## src/rtl/fp_pkg.sv

```systemverilog
// rtl/fp_pkg.sv - shared float-format constants and FSM state type for the fp block family
// Contents: state_t (GET_A/UNPACK/CONVERT/PUT_Z), exponent bias, special exponent,
//           signed 32-bit integer limits.
package fp_pkg;

  typedef enum logic [1:0] {
    GET_A   = 2'd0,
    UNPACK  = 2'd1,
    CONVERT = 2'd2,
    PUT_Z   = 2'd3
  } state_t;

  localparam logic signed [9:0] EXP_BIAS    = 10'sd127;
  localparam logic [7:0]        EXP_SPECIAL = 8'hFF;
  localparam logic [31:0]       INT_MAX     = 32'h7FFFFFFF;
  localparam logic [31:0]       INT_MIN     = 32'h80000000;

endpackage

```

## src/rtl/fp_unpack.sv

```systemverilog
// rtl/fp_unpack.sv - combinational IEEE-754 single-precision field splitter
// Ports:
//   a       in  32  single-precision operand
//   sign    out 1   sign bit
//   exp_unb out 10  unbiased exponent (signed, exp field - 127)
//   mant    out 24  mantissa with hidden one prepended
//   zero    out 1   exponent field is zero (zero or denormal)
//   inf     out 1   infinity
//   nan     out 1   not-a-number
module fp_unpack
  import fp_pkg::*;
(
  input  logic [31:0]       a,
  output logic              sign,
  output logic signed [9:0] exp_unb,
  output logic [23:0]       mant,
  output logic              zero,
  output logic              inf,
  output logic              nan
);

  logic [7:0]  exp_field;
  logic [22:0] frac;

  assign exp_field = a[30:23];
  assign frac      = a[22:0];

  assign sign    = a[31];
  assign exp_unb = $signed({2'b00, exp_field}) - EXP_BIAS;
  // The hidden one is always prepended; denormals are caught by the zero flag.
  assign mant    = {1'b1, frac};
  assign zero    = (exp_field == 8'h00);
  assign inf     = (exp_field == EXP_SPECIAL) && (frac == 23'd0);
  assign nan     = (exp_field == EXP_SPECIAL) && (frac != 23'd0);

endmodule

```

## src/rtl/float_to_int.sv

```systemverilog
// rtl/float_to_int.sv - handshaked single-precision float to signed 32-bit integer converter
// Parameter SATURATE: 1 = out-of-range clamps by sign, 0 = out-of-range gives 32'h80000000.
// Ports:
//   clk           in  1   clock, rising edge
//   rst           in  1   asynchronous active-low reset
//   input_a       in  32  float operand
//   input_a_stb   in  1   operand valid
//   input_a_ack   out 1   ready for operand (registered)
//   output_z      out 32  truncated integer result (registered)
//   output_z_stb  out 1   result valid (registered)
//   output_z_ack  in  1   consumer accepts result
module float_to_int
  import fp_pkg::*;
#(
  parameter int SATURATE = 1
) (
  input  logic        clk,
  input  logic        rst,
  input  logic [31:0] input_a,
  input  logic        input_a_stb,
  output logic        input_a_ack,
  output logic [31:0] output_z,
  output logic        output_z_stb,
  input  logic        output_z_ack
);

  state_t state, state_next;

  logic [31:0]       a_reg;
  logic              sign_r, zero_r, inf_r, nan_r;
  logic signed [9:0] exp_r;
  logic [23:0]       mant_r;

  logic              u_sign, u_zero, u_inf, u_nan;
  logic signed [9:0] u_exp;
  logic [23:0]       u_mant;

  logic        in_xfer, out_xfer;
  logic [4:0]  shl, shr;
  logic [31:0] magnitude, sat_val, result;
  logic        ack_next, stb_next;
  logic [31:0] z_next;

  assign in_xfer  = input_a_stb && input_a_ack;
  assign out_xfer = output_z_stb && output_z_ack;

  fp_unpack u_unpack (
    .a       (a_reg),
    .sign    (u_sign),
    .exp_unb (u_exp),
    .mant    (u_mant),
    .zero    (u_zero),
    .inf     (u_inf),
    .nan     (u_nan)
  );

  // State and all registered outputs.
  always_ff @(posedge clk or negedge rst) begin
    if (!rst) begin
      state        <= GET_A;
      input_a_ack  <= 1'b0;
      output_z     <= 32'd0;
      output_z_stb <= 1'b0;
      a_reg        <= 32'd0;
      sign_r       <= 1'b0;
      exp_r        <= 10'sd0;
      mant_r       <= 24'd0;
      zero_r       <= 1'b0;
      inf_r        <= 1'b0;
      nan_r        <= 1'b0;
    end else begin
      state        <= state_next;
      input_a_ack  <= ack_next;
      output_z     <= z_next;
      output_z_stb <= stb_next;
      if (state == GET_A && in_xfer) begin
        a_reg <= input_a;
      end
      if (state == UNPACK) begin
        sign_r <= u_sign;
        exp_r  <= u_exp;
        mant_r <= u_mant;
        zero_r <= u_zero;
        inf_r  <= u_inf;
        nan_r  <= u_nan;
      end
    end
  end

  // Next-state logic.
  always_comb begin
    state_next = state;
    case (state)
      GET_A:   if (in_xfer) state_next = UNPACK;
      UNPACK:  state_next = CONVERT;
      CONVERT: state_next = PUT_Z;
      PUT_Z:   if (out_xfer) state_next = GET_A;
      default: state_next = GET_A;
    endcase
  end

  // Conversion datapath. Mantissa binary point sits after bit 23, so the
  // integer part is mant shifted by (e - 23); only evaluated for 0 <= e <= 30.
  always_comb begin
    shl       = exp_r[4:0] - 5'd23;
    shr       = 5'd23 - exp_r[4:0];
    magnitude = (exp_r >= 10'sd23) ? ({8'd0, mant_r} << shl)
                                   : ({8'd0, mant_r} >> shr);
    sat_val   = (SATURATE != 0) ? (sign_r ? INT_MIN : INT_MAX) : INT_MIN;
    if (nan_r) begin
      result = INT_MIN;
    end else if (inf_r || exp_r > 10'sd30) begin
      result = sat_val;
    end else if (zero_r || exp_r < 10'sd0) begin
      result = 32'd0;
    end else begin
      result = sign_r ? -magnitude : magnitude;
    end
  end

  // Output next-values; ack is high exactly while the FSM sits in GET_A,
  // so it rises on the edge that enters GET_A (including the first after reset).
  always_comb begin
    ack_next = (state_next == GET_A);
    z_next   = output_z;
    stb_next = output_z_stb;
    case (state)
      CONVERT: begin
        z_next   = result;
        stb_next = 1'b1;
      end
      PUT_Z: begin
        if (out_xfer) stb_next = 1'b0;
      end
      default: begin
      end
    endcase
  end

endmodule
```

## config.mk

```make
export PLATFORM = sky130hd
export DESIGN_NAME = float_to_int
export DESIGN_NICKNAME = d
export VERILOG_FILES = /design/src/rtl/fp_pkg.sv /design/src/rtl/fp_unpack.sv /design/src/rtl/float_to_int.sv
export SDC_FILE = /design/constraint.sdc
export NUM_CORES = 1
export LEC_CHECK = 0
export BUFFER_PORTS_ARGS = -buffer_cell sky130_fd_sc_hd__buf_2
export CORE_MARGIN = 3
export CORE_UTILIZATION = 60
export CTS_CLUSTER_SIZE = 28
export DETAILED_ROUTE_END_ITERATION = 8
export GPL_TIMING_DRIVEN = 0
export PLACE_DENSITY = 0.8
export SLEW_MARGIN = 15
export SYNTH_ARGS = -nofsm -noshare
export SYNTH_HDL_FRONTEND = slang
export SYNTH_SLANG_ARGS = --single-unit
```

## constraint.sdc

```tcl
create_clock -name clk -period 5.4 [get_ports clk]
set_input_delay 0.81 -clock clk [delete_from_list [all_inputs] [get_ports clk]]
set_output_delay 0.81 -clock clk [all_outputs]
set_load 0.02 [all_outputs]
```

==> reports/summary.txt, run 1 <==
Status: completed
TritonCTS clock tree: yes
Gpl congestion: 1.03
Antenna violations before repair: 0
Core area: 13300 µm²
Global route overflow: 0
Met2 track utilization from global routing: 53.7%
Post-CTS Resized: 0
Multiplexer share of the synthesized area: 22.2%
CTS H-tree lvls: 3
Drt drc: 0
Row cnt: 42
Yosys top cell area share: 31.7%
Layout cells sized above 1: 23.4%
Synth Instances: 886
Number of I/O port buffers: 69
Worst setup SP type: register
Slew HR: 25.9%
Iteration-0 DRC Markers: 879
Die X: 124 µm
Most common cell in the netlist: nand2_1
Worst Skew: 0.0166 ns
First-pass GRT wire length: 39900 µm
Detail Route Antenna Nets: 0
Post-Syn Nets: 926
Min-Delay Path Class: input port to asynchronous set/reset pin
Fin. max-slew vios: 0
Setup TNS: 0 ns
WP buf/inv: 1
Cts hold-fix bufs: 0
Via count: 7652
Post-synth EDFFs: 0
Fillers: 1079
Clock-pin slew on the worst setup and hold paths: 0.08 ns
Max frequency: 0.227 GHz
Worst path most repeated cell: mux2i_1
RSZ-0062 raised after global routing: no
DR vias/cell: 6.67
Clock Latency Late Sink: 0.36 ns
Syn-to-layout area delta: 10.9%
Post-CTS Setup Repair Bufs: 0
Die Y-Extent: 124 µm
Worst R2R Setup Slack: 0.99 ns
M3 GR Usage: 6.77%
Drt first pass iters: 7
Critical path, cell by cell: ha_1 -> buf_2 -> mux2i_1 -> mux2i_1 -> and3_1 -> a221oi_1 -> nand4_1 -> nor4_2 -> nand4_4 -> o41ai_2 -> xnor2_1 -> a31o_1
CP Capture Type: register
Wire per inst: 22.5 µm
Synth Area in Adders: 0.604%
Synth Area in Compound Gates: 17.6%
Worst path slowest cell: dfrtp_1
Main synth FF type: dfrtp_1
Setup Crit Path Kind: register to register
GRT busiest layer: met2
Ys async rst share: 100%
Synth Cell Area: 8280 µm²
Min Clock Period, post-route: 4.41 ns
Max_cap viols: 0
DP HPWL: 20200 µm
Starting density of the core: 62.1%
Gr usage total: 34.6%
Synth cell types: 90
Largest net degree at the start of global routing: 72
Req. time, crit path: 5.65 ns
Fraction of synthesized cell area in xor and xnor cells: 4.74%
Worst path max stage delay: 0.52 ns
Final Hold Viols: 0
Synthesized flop and latch total: 105
Combinational family with the most area after synthesis: multiplexers
Routed WL: 25900 µm
ANT cells: 0
Largest fanout on the critical path: 10
Synth cell count leaders: nand2_1 (151), dfrtp_1 (105), o21ai_0 (57), mux2_2 (54), mux2i_1 (51)
Tightest Pin Transition: 1.08 ns
Synth area leader: dfrtp_1
Yosys warning total: 0
Area contributors post-synth: dfrtp_1 (32%), mux4_2 (7.6%), mux2_2 (7.3%), nand2_1 (6.8%), mux2i_1 (6.2%)
Synth Area in Simple Gates: 17.9%
CTS max path bufs: 2
Fin nets: 1007
Critical path's top delay family: simple AND/OR/NAND/NOR gates
Met1 GRT Util: 48.0%
Io pins: 70
Critical Path AT: 4.66 ns
Synth Area per Inst: 9.35 µm²
Post-synthesis sequential area ratio: 31.7%
TritonCTS Buffers: 9
Area of the die: 15300 µm²
Vias in the first global route: 7166
CTS sink cnt: 105
Final worst-path cycle share: 81.7%
Final setup fails: 0
CTS Root Cell: clkbuf_16
## worst reg2reg max path: stages, from the launching register on
cell and delay [ns]:
dfrtp_1 0.52, ha_1 0.39, buf_2 0.28, mux2i_1 0.41, mux2i_1 0.30, and3_1 0.27
a221oi_1 0.45, nand4_1 0.27, nor4_2 0.47, nand4_4 0.22, o41ai_2 0.31, xnor2_1 0.17
a31o_1 0.25
## cells by family after synthesis
group | after synthesis
AOI/OAI and AO/OA | 214
buffers and inverters | 78
adders and majority gates | 4
muxes | 137
xor gates and xnor gates | 41
and+or+nand+nor | 307
DFF | 105
## cell usage in the layout, fill, tap and decap left out, types with 8 or more instances in the layout
cell type	synthesis	routed
mux2_2	54	54
o21ai_0	57	57
nor3_1	17	16
buf_6	12	13
mux4_2	28	28
mux2i_1	51	51
nand4_1	8	8
xnor2_1	22	22
nor4_1	9	8
clkbuf_1	31	31
buf_2	7	75
nand2b_1	11	11
a21oi_1	37	37
xor2_1	16	16
buf_4	9	9
nor2_1	39	39
nand3_1	30	30
inv_1	12	12
a21o_1	8	8
o31ai_1	11	11
clkbuf_16	0	9
dfrtp_1	105	105
o22ai_1	8	8
nand2_1	151	151
## metal layers
layer,vias to the layer above,wire length [µm]
met5,-,0
met4,0,983
met3,62,2510
met2,440,11900
met1,3691,10500
li1,3459,-
## path summary, 6_finish.rpt
check	from	cells after the start	endpoint
max	exp_r[0]	12	output_z[31]
min	rst	1	output_z[19]
max reg2reg	exp_r[0]	12	output_z[31]
min reg2reg	output_z[8]	2	output_z[8]
max in group asynchronous	rst	2	exp_r[2]
min in group clk	output_z[8]	2	output_z[8]
## final cells by class
cell class	count	area, µm²	share of cell area [%]
plain buffers	64	373	4.06
well taps	176	220	2.40
flip-flops and latches	105	2630	28.6
clock buffers	10	239	2.60
inverters	14	52.6	0.572
repair buffers	70	379	4.13
multi-input cells	703	5240	57.1
clock inverters	6	50.0	0.545
## through the flow
step                      setup slack, ns  instances  utilization, %  area [µm²]  hold slack, ns
after floorplan                      2.01        886               -        8280           0.435
after global placement               1.15       1131            66.3        8850           0.470
after detailed placement             1.11       1132            66.6        8890           0.474
after CTS                            1.07       1148            68.8        9180           0.341
after global routing                0.847       1148            68.8        9180           0.354
final                               0.987       1148            68.8        9180           0.331
Power of run 1 is left out: the tool's default activity adds up to more than one toggle a clock period on the data nets, which glitch-free logic cannot reach.
==> run 2, diff against run 1 <==
--- a/config.mk
+++ b/config.mk
@@ -7,11 +7,11 @@
 export LEC_CHECK = 0
 export BUFFER_PORTS_ARGS = -buffer_cell sky130_fd_sc_hd__buf_2
 export CORE_MARGIN = 3
-export CORE_UTILIZATION = 60
+export CORE_UTILIZATION = 55
 export CTS_CLUSTER_SIZE = 28
 export DETAILED_ROUTE_END_ITERATION = 8
 export GPL_TIMING_DRIVEN = 0
-export PLACE_DENSITY = 0.8
+export PLACE_DENSITY = 0.77
 export SLEW_MARGIN = 15
 export SYNTH_ARGS = -nofsm -noshare
 export SYNTH_HDL_FRONTEND = slang
==> constraint.sdc (replaced) <==
create_clock -name clk -period 4.01 [get_ports clk]
set_input_delay 0.6015 -clock clk [delete_from_list [all_inputs] [get_ports clk]]
set_output_delay 0.6015 -clock clk [all_outputs]
set_load 0.02 [all_outputs]
==> reports/summary.txt, run 2 (synthesis gave the netlist of run 1 again) <==
RSZ-0062 raised after global routing: yes
Iteration-0 DRC Markers: 978 (+11%)
Via count: 7697 (+0.59%)
Worst setup SP type: register
Detail Route Antenna Nets: 0 (unchanged)
Starting density of the core: 56.6% (-5.5 points)
Max frequency: 0.254 GHz (+12%)
Routed WL: 25600 µm (-0.93%)
CP Capture Type: register
CTS max path bufs: 2 (unchanged)
Layout Utilization: 64.3% (-4.5 points)
CTS sink cnt: 105 (unchanged)
Largest net degree at the start of global routing: 72 (unchanged)
First-pass GRT wire length: 40100 µm (+0.43%)
Syn-to-layout area delta: 13.6%
Critical register-to-register path startpoint: exp_r[0]
DR vias/cell: 6.61 (-0.88%)
M1 WL: 10600 µm (+1.4%)
Drt drc: 0 (unchanged)
Io pins: 70 (unchanged)
Number of I/O port buffers: 69 (unchanged)
Clock-pin slew on the worst setup and hold paths: 0.07 ns (about the same)
Antenna violations before repair: 0 (unchanged)
Clock Latency Late Sink: 0.36 ns (about the same)
Top layer in use: met4
Final worst-path cycle share: 98.2% (+16 points)
Met3 Wirelength: 2220 µm (-12%)
DR WL met2: 11800 µm (-0.54%)
Cts hold-fix bufs: 0 (unchanged)
Critical Path Source: exp_r[0]
Status: completed
Critical Path AT: 4.18 ns (-0.48 ns)
Fin nets: 1016 (+0.89%)
Tightest Pin Transition: 0.929 ns (-0.154 ns)
Core area: 14600 µm² (+9.7%)
TritonCTS Buffers: 9 (unchanged)
CTS H-tree lvls: 3 (unchanged)
Slew HR: 37.9% (+12 points)
Area of the die: 16600 µm² (+8.6%)
Max_cap viols: 0 (unchanged)
ANT cells: 0 (unchanged)
Final setup fails: 0 (unchanged)
Vias in the first global route: 7134 (-0.45%)
Fin. max-slew vios: 0 (unchanged)
Most frequent cells in the layout: nand2_1 (151), dfrtp_1 (104), buf_2 (74)
Largest fanout on the critical path: 10 (unchanged)
Wire per inst: 22.0 µm (-2.4%)
Global route overflow: 0 (unchanged)
Commonest non-fill, non-tap cell in the layout: nand2_1
Worst Skew: 0.0123 ns (-0.00427 ns)
Gpl congestion: 1.07 (+3.3%)
Die Y-Extent: 129 µm (+4.2%)
Min-Delay Path Class: input port to asynchronous set/reset pin
Final Hold Viols: 0 (unchanged)
Row cnt: 44 (+4.8%)
CTS Root Cell: clkbuf_16
Die X: 129 µm (+4.2%)
Min Clock Period, post-route: 3.94 ns (-0.477 ns)
Setup Crit Path Kind: register to register
Gr usage total: 31.2% (-3.4 points)
DP HPWL: 20000 µm (-0.69%)
TritonCTS clock tree: yes
Layout cells sized above 1: 26.8% (+3.5 points)
Req. time, crit path: 4.26 ns (-1.39 ns)
Drt first pass iters: 6 (-1)
==> run 2: path summary, 6_finish.rpt <==
| kind | slack, ns | cells past startpoint | end |
|---|---|---|---|
| setup / recovery | 0.07 | 12 | output_z[31] |
| hold / removal | 0.13 | 1 | output_z[20] |
| setup reg to reg | 0.07 | 12 | output_z[31] |
| hold reg to reg | 0.47 | 2 | sign_r |
| max in group asynchronous | 3.22 | 2 | exp_r[0] |
| min in group clk | 0.45 | 3 | a_reg[27] |
==> run 2: through the flow <==
step / setup slack, ns / area (µm²) / std cells / hold WS [ns] / TNS, ns
2_1_floorplan: 0.621 / 8280 / 886 / 0.306 / 0
3_3_place_gp: -0.289 / 8860 / 1139 / 0.451 / -0.936
3_5_place_dp: -0.253 / 8900 / 1140 / 0.460 / -0.804
4_1_cts: -0.0178 / 9230 / 1156 / 0.140 / -0.0178
5_1_grt: -0.0215 / 9410 / 1165 / 0.152 / -0.0215
6_report: 0.0737 / 9410 / 1165 / 0.134 / 0
==> run 2: timing repair <==
action,4_1_cts,5_1_grt
pin swaps,0,8
buffers inserted,0,9
resized for setup,10,26
endpoints found under the setup margin,7,17
cloned,0,0
==> run 2: area by class of cell <==
type / instances / area [µm²]
Buffer: 64 / 384
Tap cell: 184 / 230
Sequential cell: 105 / 2630
Timing Repair Buffer: 79 / 447
Inverter: 14 / 52.6
Multi-Input combinational cell: 703 / 5380
Fill cell: 1235 / 5230
Clock buffer: 10 / 239
Clock inverter: 6 / 48.8
==> run 2: critical path, stage by stage, from the launching register on <==
cell and delay, ns:
dfrtp_2 0.47, ha_1 0.35, buf_4 0.23, mux2i_4 0.32
or2_2 0.15, o21ai_0 0.28, a31oi_1 0.39, nand4_1 0.24
nor4_4 0.35, nand4_4 0.23, o41ai_4 0.42, xnor2_2 0.14
a31o_1 0.24
==> run 2: per-layer routing <==
metal,track usage (%),vias up
li1,-,3475
met1,44.0,3725
met2,49.0,433
met3,4.94,64
met4,11.5,0
met5,0,-
Power of run 2 is left out for the same reason.
==> run 3, diff against run 2 <==
--- a/config.mk
+++ b/config.mk
@@ -11,7 +11,7 @@
 export CTS_CLUSTER_SIZE = 28
 export DETAILED_ROUTE_END_ITERATION = 8
 export GPL_TIMING_DRIVEN = 0
-export PLACE_DENSITY = 0.77
+export PLACE_DENSITY = 0.84
 export SLEW_MARGIN = 15
 export SYNTH_ARGS = -nofsm -noshare
 export SYNTH_HDL_FRONTEND = slang
==> constraint.sdc (replaced) <==
create_clock -name clk -period 4.01 [get_ports clk]
set_input_delay 0.401 -clock clk [delete_from_list [all_inputs] [get_ports clk]]
set_output_delay 0.401 -clock clk [all_outputs]
set_load 0.02 [all_outputs]
==> reports/summary.txt, run 3 (synthesis gave the netlist of run 1 again) <==
CTS Root Cell: clkbuf_16
CTS H-tree lvls: 3 (unchanged)
Max frequency: 0.254 GHz (-0.14%)
Critical path, cell by cell: ha_1 -> buf_6 -> buf_6 -> mux2i_1 -> mux4_1 -> a211oi_1 -> a311oi_2 -> nand4_1 -> nor4_4 -> nand4_4 -> o41ai_4 -> xnor2_1 -> a31o_1
Critical path's top delay family: compound AO/OA/AOI/OAI gates
Largest net degree at the start of global routing: 88 (+22%)
Min-Delay Path Class: input port to register
Min-Delay Path Depth: 3
Setup Crit Path Kind: register to register
Gr usage total: 31.4% (+0.15 points)
CTS sink cnt: 105 (unchanged)
Area of the die: 16600 µm² (unchanged)
Drt first pass iters: 6 (unchanged)
First-pass GRT wire length: 40300 µm (+0.52%)
Reg2reg end: output_z[31]
Via count: 7912 (+2.8%)
CTS max path bufs: 2 (unchanged)
Detail Route Antenna Nets: 0 (unchanged)
Min Clock Period, post-route: 3.94 ns (+0.00552 ns)
WP buf/inv: 2 (+1)
Vias in the first global route: 7360 (+3.2%)
Final Hold Viols: 0 (unchanged)
Status: completed
Clock Latency Late Sink: 0.36 ns (about the same)
Syn-to-layout area delta: 13.4%
Hold_sp: input_a[27]
Iteration-0 DRC Markers: 1211 (+24%)
Core area: 14600 µm² (unchanged)
Fin. max-slew vios: 0 (unchanged)
Max_cap viols: 0 (unchanged)
Worst path most repeated cell: buf_6
Setup TNS: 0 ns (unchanged)
Routed WL: 26200 µm (+2.3%)
Layout cells sized above 1: 26.6% (-0.22 points)
Critical register-to-register path startpoint: exp_r[0]
Critical Path AT: 4.19 ns (about the same)
Fin nets: 1013 (-0.30%)
DR vias/cell: 6.81 (+3.1%)
Final worst-path cycle share: 98.3% (+0.14 points)
Worst Skew: 0.0113 ns (-0.00102 ns)
Largest fanout on the critical path: 10 (unchanged)
Slew HR: 37.6% (-0.37 points)
Hold worst-path end: a_reg[27]
Worst R2R Setup Slack: 0.07 ns (about the same)
Tightest Pin Transition: 0.913 ns (-0.0157 ns)
Global route overflow: 0 (unchanged)
RSZ-0062 raised after global routing: yes
Wire per inst: 22.5 µm (+2.5%)
Commonest non-fill, non-tap cell in the layout: nand2_1
Gpl congestion: 1.06 (-0.55%)
Worst r2r path cells: 13 (+1)
Row cnt: 44 (unchanged)
Starting density of the core: 56.6% (unchanged)
Req. time, crit path: 4.26 ns (about the same)
Number of I/O port buffers: 69 (unchanged)
ANT cells: 0 (unchanged)
Worst path slowest cell: dfrtp_2
Most frequent cells in the layout: nand2_1 (151), dfrtp_1 (104), buf_2 (74)
TritonCTS Buffers: 9 (unchanged)
Die Y-Extent: 129 µm (unchanged)
TritonCTS clock tree: yes
Clock-pin slew on the worst setup and hold paths: 0.07 ns (about the same)
Final setup fails: 0 (unchanged)
Worst setup SP type: register
DP HPWL: 19500 µm (-2.4%)
WP depth: 13 (+1)
Worst path max stage delay: 0.50 ns (+0.03 ns)
Antenna violations before repair: 0 (unchanged)
Io pins: 70 (unchanged)
Drt drc: 0 (unchanged)
CP Capture Type: register
Die X: 129 µm (unchanged)
## run 3: cell count changes in the layout (fill, tap and decap cells not counted), moves of 2 or more
cell      before  now
buf_4         19   15
a221oi_2       0    2
buf_6         11   13
buf_8          2    0
nand3_1       30   28
nand3_2        2    4
o21ai_0       57   55
o21ai_1        4    6
## run 3: area by class of cell
class                      instances  area [µm²]
multi-input combinational        703        5380
timing repair buffer              76         427
sequential                       105        2630
buffer                            64         377
inverter                          14        52.6
clock buffer                      10         229
fill                            1220        5250
tap                              184         230
clock inverter                     6        66.3
## run 3: worst min-delay path: cells and delay by family
family,cells,cell delay [ns]
AO/OA/AOI/OAI,1,0.06
buffers and inverters,1,0.07
AND/OR/NAND/NOR,1,0.04
## run 3: routing by layer
layer	track usage, %	up-vias	wire length, µm
met5	0	-	0
met4	17.2	0	1550
met3	4.77	105	2470
met2	48.5	519	11800
met1	42.5	3805	10400
li1	-	3483	-
## run 3: repair_timing
| action | CTS | global route |
|---|---|---|
| hold buffers | 1 | 0 |
| setup endpoints to repair | 7 | 16 |
| endpoints found under the hold margin | 18 | 0 |
| pin swaps | 4 | 5 |
| setup buffers | 3 | 2 |
| gates resized for setup | 11 | 25 |
## run 3: worst max-delay path by stage
stage | start | end | slack, ns
2_1_floorplan | exp_r[0] | output_z[31] | 0.62
3_3_place_gp | exp_r[0] | output_z[31] | -0.12
3_5_place_dp | exp_r[0] | output_z[31] | -0.18
4_1_cts | exp_r[0] | output_z[31] | 0.02
5_1_grt | exp_r[0] | output_z[31] | -0.05
6_report | exp_r[0] | output_z[31] | 0.07
## run 3: stage by stage
stage	util (%)	cell area (µm²)	setup slack (ns)	cells	hold WS, ns
floorplan	-	8280	0.621	886	0.105
global placement	60.5	8860	-0.122	1139	0.471
detailed placement	60.8	8900	-0.179	1140	0.250
CTS	63.4	9290	0.0163	1160	0.250
global route	64.1	9390	-0.0468	1162	0.264
finish	64.1	9390	0.0682	1162	0.255
Power of run 3 is left out for the same reason.
